--- config.mk ---
export PLATFORM = sky130hd
export DESIGN_NAME = tlc_serial_shifter
export DESIGN_NICKNAME = d
export VERILOG_FILES = /design/src/rtl/tlc_serial_shifter.sv
export SDC_FILE = /design/constraint.sdc
export NUM_CORES = 1
export LEC_CHECK = 0
export ABC_AREA = 1
export CORE_MARGIN = 4
export CORE_UTILIZATION = 50
export DETAILED_ROUTE_END_ITERATION = 16
export HOLD_SLACK_MARGIN = 0.03
export PLACE_DENSITY = 0.77
export SYNTH_ARGS = -nofsm -noshare
export SYNTH_HDL_FRONTEND = slang
export SYNTH_SLANG_ARGS = --single-unit
--- constraint.sdc ---
create_clock -name CLK -period 1.7 [get_ports CLK]
set_input_delay 0.17 -clock CLK [delete_from_list [all_inputs] [get_ports CLK]]
set_output_delay 0.17 -clock CLK [all_outputs]
set_load 0.1 [all_outputs]
--- src/rtl/tlc_serial_shifter.sv ---
// Serial word transmitter for TLC5955-class LED driver chains: MSB-first on
// SCLK/SDO with programmable SCLK half-period and optional LAT pulse.
module tlc_serial_shifter #(
  parameter int DATA_W = 16,
  parameter int DIV    = 1,
  parameter int LEN_W  = $clog2(DATA_W + 1)
) (
  input  logic              CLK,
  input  logic              RESET,
  input  logic              START,
  input  logic [DATA_W-1:0] DATA,
  input  logic [LEN_W-1:0]  LEN,
  input  logic              LATCH,
  output logic              READY,
  output logic              SCLK,
  output logic              SDO,
  output logic              LAT,
  output logic              DONE,
  output logic              ERR
);

  localparam int                PH_W    = $clog2(DIV + 1);
  localparam logic [PH_W-1:0]   PH_LOAD = PH_W'(DIV - 1);
  localparam logic [LEN_W-1:0]  MAX_LEN = LEN_W'(DATA_W);

  typedef enum logic [1:0] {
    S_IDLE  = 2'd0,
    S_LOW   = 2'd1,
    S_HIGH  = 2'd2,
    S_LATCH = 2'd3
  } state_t;

  state_t            state;
  logic [DATA_W-1:0] shreg;
  logic [LEN_W-1:0]  bit_cnt;
  logic [PH_W-1:0]   phase;
  logic              lat_req;
  logic              ready_r;
  logic              sclk_r;
  logic              lat_r;
  logic              done_r;
  logic              err_r;

  logic              len_ok;
  logic              last_edge;
  logic              accept;
  logic [LEN_W-1:0]  shift_amt;

  assign len_ok    = (LEN != '0) && (LEN <= MAX_LEN);
  assign shift_amt = MAX_LEN - LEN;

  // The edge that finishes a transfer also accepts a waiting START, so
  // consecutive words run with no idle cycle in between.
  assign last_edge = (phase == '0) &&
                     (((state == S_HIGH) && (bit_cnt == LEN_W'(1)) && !lat_req) ||
                      (state == S_LATCH));
  assign accept    = START && ((state == S_IDLE) || last_edge);

  always_ff @(posedge CLK or posedge RESET) begin
    if (RESET) begin
      state   <= S_IDLE;
      shreg   <= '0;
      bit_cnt <= '0;
      phase   <= '0;
      lat_req <= 1'b0;
      ready_r <= 1'b1;
      sclk_r  <= 1'b0;
      lat_r   <= 1'b0;
      done_r  <= 1'b0;
      err_r   <= 1'b0;
    end else begin
      done_r <= last_edge;
      err_r  <= accept && !len_ok;
      if (accept && len_ok) begin
        state   <= S_LOW;
        ready_r <= 1'b0;
        sclk_r  <= 1'b0;
        lat_r   <= 1'b0;
        shreg   <= DATA << shift_amt;
        bit_cnt <= LEN;
        lat_req <= LATCH;
        phase   <= PH_LOAD;
      end else if (state != S_IDLE) begin
        if (phase != '0) begin
          phase <= phase - 1'b1;
        end else begin
          phase <= PH_LOAD;
          case (state)
            S_LOW: begin
              sclk_r <= 1'b1;
              state  <= S_HIGH;
            end
            S_HIGH: begin
              // Zero fill leaves SDO low once the last bit has gone out.
              sclk_r  <= 1'b0;
              shreg   <= {shreg[DATA_W-2:0], 1'b0};
              bit_cnt <= bit_cnt - 1'b1;
              if (bit_cnt == LEN_W'(1)) begin
                if (lat_req) begin
                  state <= S_LATCH;
                  lat_r <= 1'b1;
                end else begin
                  state   <= S_IDLE;
                  ready_r <= 1'b1;
                end
              end else begin
                state <= S_LOW;
              end
            end
            S_LATCH: begin
              lat_r   <= 1'b0;
              state   <= S_IDLE;
              ready_r <= 1'b1;
            end
            default: state <= S_IDLE;
          endcase
        end
      end
    end
  end

  assign READY = ready_r;
  assign SCLK  = sclk_r;
  assign SDO   = shreg[DATA_W-1];
  assign LAT   = lat_r;
  assign DONE  = done_r;
  assign ERR   = err_r;

endmodule
==> results of run 1 <==
## state kept, by name, summed over array words and instances (netlist names)
name and cells:
DONE 1, ERR 1, LAT 1, READY 1, SCLK 1, bit_cnt 5, lat_req 1, shreg 16
state 2
## what timing repair did
| item | CTS | global route |
|---|---|---|
| gates resized for setup | 4 | 54 |
| pin swaps | 0 | 10 |
| setup buffers | 0 | 1 |
| setup endpoints to repair | 8 | 27 |
| gates cloned | 0 | 2 |
## kinds of logic after synthesis
kind of cell | count (synthesis)
simple gates | 231
compound gates | 38
buf+inv | 48
xor+xnor | 4
fa+ha+maj | 7
flops | 29
## synthesized netlist by cell type (all sizes together)
cell / count / area share
nor2: 26 / 0.047
nand2: 125 / 0.21
nand3: 76 / 0.17
dfstp: 1 / 0.012
ha: 7 / 0.038
o21bai: 1 / 0.0033
xor2: 2 / 0.0077
xnor2: 2 / 0.0077
a21oi: 14 / 0.031
nor3: 1 / 0.0022
nand4: 1 / 0.0027
and2: 2 / 0.0055
clkbuf: 4 / 0.0077
inv: 34 / 0.056
dfrtp: 28 / 0.31
o21ai: 23 / 0.052
buf: 10 / 0.034
## power by group through the flow
stage / Combinational (mW) / Clock (mW) / Sequential [mW]
finish: 2.14 / 0.578 / 1.28
global placement: 1.79 / 0 / 1.20
detailed placement: 1.83 / 0 / 1.21
floorplan: 0.946 / 0 / 1.52
CTS: 1.86 / 0.586 / 1.20
global route: 2.33 / 0.624 / 1.32
## critical path, cell delays in order, from the launching register on
cell and delay (ps):
dfrtp_1 390, inv_2 80, ha_4 140, inv_2 30, nor2_2 130, nand3_4 100
nand3_4 120, nand3_4 140, buf_6 180, buf_4 130, nand2_2 40, nand2_1 50
o21ai_1 70
## routing by layer
layer / track usage / up-vias
met3: 0.0396 / 8
li1: - / 1270
met1: 0.249 / 1141
met2: 0.378 / 64
met5: 0 / -
met4: 0.0408 / 0
## layout make-up
type / count / area [um2] / area share
well taps: 52 / 65.1 / 0.0206
inverters: 34 / 135 / 0.0428
multi-input cells: 280 / 1540 / 0.487
clock buffers: 8 / 90.1 / 0.0285
repair buffers: 64 / 601 / 0.190
flip-flops and latches: 29 / 727 / 0.230
## worst max path at each step
stage | from | to | slack, ps | cells after the start
after floorplan | LEN[0] | shreg[15]$_DFFE_PP0P_ | 5 | 15
after global placement | LEN[0] | LAT$_DFFE_PP0P_ | -180 | 14
after detailed placement | LEN[0] | shreg[1]$_DFFE_PP0P_ | -240 | 14
after CTS | state[0]$_DFFE_PP0N_ | shreg[13]$_DFFE_PP0P_ | 0.04 | 10
after global routing | bit_cnt[1]$_DFFE_PP0P_ | LAT$_DFFE_PP0P_ | -100 | 12
final | bit_cnt[1]$_DFFE_PP0P_ | state[0]$_DFFE_PP0N_ | 20 | 12
## stage by stage
| stage | setup WS, ps | utilization | area, um2 |
|---|---|---|---|
| floorplan | 4.58 | - | 2340 |
| global placement | -185 | 0.648 | 2840 |
| detailed placement | -245 | 0.648 | 2840 |
| CTS | 0.0353 | 0.672 | 2950 |
| global route | -97.4 | 0.720 | 3160 |
| finish | 17.0 | 0.720 | 3160 |
==> results.json, run 1 <==
{
  "r2r_cells": 12,
  "hold_viol": 0,
  "cp_data_arrival_time_ps": 1890,
  "synth_mux_area_frac": 0,
  "clockPowerShare": 0.145,
  "drive_gt1_frac": 0.253,
  "avgSynthCellArea_um2": 6.39,
  "routed_wl_um": 6050,
  "synth_top_family_by_area": "simple AND/OR/NAND/NOR gates",
  "worstMarginPinSlew_ps": 369,
  "place_hpwl_um": 4250,
  "critPathCaptureType": "flip-flop",
  "via_per_inst": 5.32,
  "die_h_um": 75.5,
  "grt_pass1_vias": 2298,
  "finClkSkew_ps": 9.79,
  "ir_drop_mv": 0.992,
  "syn_nets": 389,
  "met1_length_um": 2550,
  "grt_pass1_wl_um": 9240,
  "p_leak_nw": 1.51,
  "cp-start-kind": "flip-flop",
  "dp.cells": 456,
  "vias": 2483,
  "maxCapViolations": 0,
  "ys_ff_latch": 29,
  "diodes": 0,
  "grt_max_degree": 30,
  "wl_met2_um": 3130,
  "clock-sinks": 29,
  "drt_iter0_drc": 91,
  "ys_warn_count": 0,
  "io_buffers": 30,
  "p_seq_frac": 0.320,
  "instances_no_fill": 467,
  "layout_commonest_cell": "nand2_1",
  "dr_wl_met3_um": 321,
  "p_int_mw": 2.19,
  "num-nets-final": 446,
  "drc_errors": 0,
  "p_sw_mw": 1.81,
  "synthSimpleGateAreaFrac": 0.443,
  "hold-worst-slack_ps": 262,
  "finalCritPeriodShare": 0.990,
  "grt_util_all_layers": 0.206,
  "core_mm2": 0.00438,
  "fmax_ghz": 0.594,
  "critPathKind": "reg2reg",
  "synthDistinctLibCells": 28,
  "areaGrowthSynthToFinish_pct": 38.4,
  "fp.dieW_um": 75.5,
  "place.gp.congestion": 0.888,
  "layout_common_cells": "118 x nand2_1, 70 x nand3_1, 33 x buf_4",
  "yosys.area_share.adder": 0.0384,
  "ys_seq_area_frac": 0.319,
  "period_minus_slack_ps": 1680,
  "cts_buffer_depth": 2,
  "syn_inst": 357,
  "r2r-end": "state[0]$_DFFE_PP0N_",
  "comb_power_share": 0.536,
  "path_clk_slew_ps": 70,
  "initial_core_util": 0.520,
  "tns_ps": 0,
  "num_io_pins": 31,
  "avgRoutedWirePerCell_um": 13.0,
  "grt_antenna_before_repair": 0,
  "holdCritPathClass": "in2async",
  "synth-xor-area-share": 0.0154,
  "finalMaxSlewViolations": 0,
  "syn_area_mm2": 0.00228,
  "slew_headroom": 0.754,
  "gr-total-overflow": 0,
  "crit_required_ps": 1900,
  "p_sw_frac": 0.452,
  "routed.top_layer": "met4",
  "setup_viol_count_final": 0,
  "crit_fanout": 7,
  "fp.dieArea_mm2": 0.00570,
  "rsz0062_at_grt": "yes",
  "std_cell_rows": 24,
  "synth_compound_area_frac": 0.0862,
  "power_density_mw_per_mm2": 1270,
  "r2r_slack_ps": 20,
  "cts_buffers": 5,
  "drtPass1Iterations": 4,
  "cts_hold_buf": 0,
  "rr_startpoint": "bit_cnt[1]$_DFFE_PP0P_",
  "nFillCells": 362,
  "p_total_mw": 4.00,
  "cts-root-buf": "clkbuf_8",
  "cts_tree": "built",
  "insertion_delay_ps": 280,
  "h-tree-depth": 2,
  "outcome": "complete, no violations",
  "antenna_left": 0
}
Power figures use the tool's default switching activity.
==> run 2, diff against run 1 <==
--- a/config.mk
+++ b/config.mk
@@ -6,11 +6,13 @@
 export NUM_CORES = 1
 export LEC_CHECK = 0
 export ABC_AREA = 1
+export CELL_PAD_IN_SITES_DETAIL_PLACEMENT = 1
+export CELL_PAD_IN_SITES_GLOBAL_PLACEMENT = 1
 export CORE_MARGIN = 4
-export CORE_UTILIZATION = 50
+export CORE_UTILIZATION = 35
 export DETAILED_ROUTE_END_ITERATION = 16
 export HOLD_SLACK_MARGIN = 0.03
-export PLACE_DENSITY = 0.77
+export PLACE_DENSITY_LB_ADDON = 0.1
 export SYNTH_ARGS = -nofsm -noshare
 export SYNTH_HDL_FRONTEND = slang
 export SYNTH_SLANG_ARGS = --single-unit
==> results.json, run 2 (synthesized netlist as in run 1, its figures left out) <==
{
  "finClkSkew_ps": 10.8,
  "hold-worst-slack_ps": 262,
  "drive_gt1_frac": 0.239,
  "p_sw_frac": 0.446,
  "cp-start-kind": "flip-flop",
  "setup_ws_ps": -43.5,
  "cts_buffer_depth": 2,
  "largest_register_ffs": 16,
  "grt_max_degree": 30,
  "cts_buffers": 5,
  "grt_pass1_wl_um": 11900,
  "nFillCells": 821,
  "core_mm2": 0.00635,
  "vias": 2530,
  "finalMaxSlewViolations": 0,
  "p_sw_mw": 1.79,
  "place_hpwl_um": 5210,
  "fmax_ghz": 0.574,
  "top_regs": "shreg (16), bit_cnt (5), state (2)",
  "h-tree-depth": 2,
  "cp_data_arrival_time_ps": 1920,
  "critPathCaptureType": "flip-flop",
  "slew_headroom": 0.731,
  "period_minus_slack_ps": 1740,
  "power_density_mw_per_mm2": 1260,
  "initial_core_util": 0.359,
  "grt_util_all_layers": 0.195,
  "areaGrowthSynthToFinish_pct": 39.4,
  "worstMarginPinSlew_ps": 404,
  "critPathKind": "reg2reg",
  "avgRoutedWirePerCell_um": 14.7,
  "holdCritPathClass": "in2async",
  "hold_viol": 0,
  "via_per_inst": 5.11,
  "grt_antenna_before_repair": 0,
  "p_seq_frac": 0.310,
  "comb_power_share": 0.530,
  "p_int_mw": 2.23,
  "maxCapViolations": 0,
  "setup_viol_count_final": 7,
  "cts_tree": "built",
  "crit_fanout": 7,
  "clockPowerShare": 0.160,
  "dp_slack_ps": -291,
  "place.gp.congestion": 0.801,
  "clock-sinks": 29,
  "finalCritPeriodShare": 1.03,
  "drt_iter0_drc": 76,
  "top_register": "shreg",
  "rsz0062_at_grt": "yes",
  "drc_errors": 0,
  "failed_checks": "negative setup slack",
  "gr-total-overflow": 0,
  "antenna_left": 0,
  "insertion_delay_ps": 290,
  "outcome": "finished, violations left",
  "grt_pass1_vias": 2622,
  "cts-root-buf": "clkbuf_8",
  "path_clk_slew_ps": 70,
  "layout_commonest_cell": "nand2_1",
  "tns_ps": -170,
  "ir_drop_mv": 0.975,
  "fp.dieArea_mm2": 0.00787,
  "p_leak_nw": 1.55,
  "drtPass1Iterations": 4,
  "diodes": 0,
  "num-nets-final": 449,
  "io_buffers": 30,
  "crit_required_ps": 1880,
  "die_h_um": 88.7,
  "routed_wl_um": 7290,
  "std_cell_rows": 29,
  "num_io_pins": 31,
  "fp.dieW_um": 88.7,
  "layout_common_cells": "116 x nand2_1, 70 x nand3_1, 35 x buf_4"
}
## run 2: cell types whose count changed in the layout (fill, tap and decap cells not counted), moves of 2 or more
cell / delta
nor2_4: -5
inv_2: -2
nor2_1: +5
clkbuf_1: -2
dlymetal6s2s_1: +2
buf_4: +2
a21oi_2: -5
buf_6: +2
o21ai_0: +4
nand2_1: -2
o21ai_1: -3
clkdlybuf4s50_1: -2
a21oi_1: +5
## run 2: worst paths after layout
kind | startpoint | endpoint | slack [ps] | depth (start not counted)
max | state[0]$_DFFE_PP0N_ | bit_cnt[3]$_DFFE_PP0P_ | -40 | 11
min | RESET | shreg[4]$_DFFE_PP0P_ | 260 | 3
max reg2reg | state[0]$_DFFE_PP0N_ | bit_cnt[3]$_DFFE_PP0P_ | -40 | 11
min reg2reg | shreg[0]$_DFFE_PP0P_ | shreg[0]$_DFFE_PP0P_ | 480 | 2
max in group asynchronous | RESET | READY$_DFFE_PP1P_ | 1120 | 3
min in group CLK | LEN[1] | bit_cnt[1]$_DFFE_PP0P_ | 290 | 4
## run 2: area by class of cell
cell class	instances	area (um2)	area share
Clock buffer	7	96.3	0.0303
Clock inverter	1	5.00	0.00158
Inverter	34	139	0.0437
Multi-Input combinational cell	280	1480	0.466
Sequential cell	29	727	0.229
Tap cell	77	96.3	0.0303
Timing Repair Buffer	67	633	0.199
## run 2: repair_timing
action | 4_1_cts | 5_1_grt
pin swaps | 3 | 15
buffers inserted | 2 | 5
endpoints found under the setup margin | 25 | 27
gates cloned | 0 | 0
resized for setup | 12 | 32
hold buffers | 0 | 0
## run 2: critical path: stages, from the launching register on
cell and delay [ps]:
dfrtp_1 390, inv_2 90, ha_4 140, inv_2 50, nor2_4 100, nand3_2 130
nand3_4 110, nand3_4 150, nand2_4 140, clkinvlp_4 170, nand2_2 120, nand3_2 50
## run 2: metal layers
metal / track usage / part of all wire / vias to the layer above
met1: 0.243 / 0.45 / 1206
met5: 0 / 0 / -
met3: 0.0298 / 0.029 / 12
met2: 0.333 / 0.50 / 32
met4: 0.0824 / 0.021 / 0
li1: - / - / 1280
## run 2: through the flow
stage          total power, mW   util  instances  area (um2)
2_1_floorplan             2.47      -        357        2340
3_3_place_gp              3.06  0.453        480        2880
3_5_place_dp              3.10  0.453        480        2880
4_1_cts                   3.85  0.479        490        3040
5_1_grt                   4.33  0.500        495        3180
6_report                  4.02  0.500        495        3180
## run 2: power groups by stage
stage | logic [mW] | registers, mW | clock network, mW
5_1_grt | 2.36 | 1.29 | 0.688
2_1_floorplan | 0.946 | 1.52 | 0
4_1_cts | 1.97 | 1.21 | 0.664
3_3_place_gp | 1.86 | 1.20 | 0
6_report | 2.13 | 1.24 | 0.643
3_5_place_dp | 1.89 | 1.21 | 0
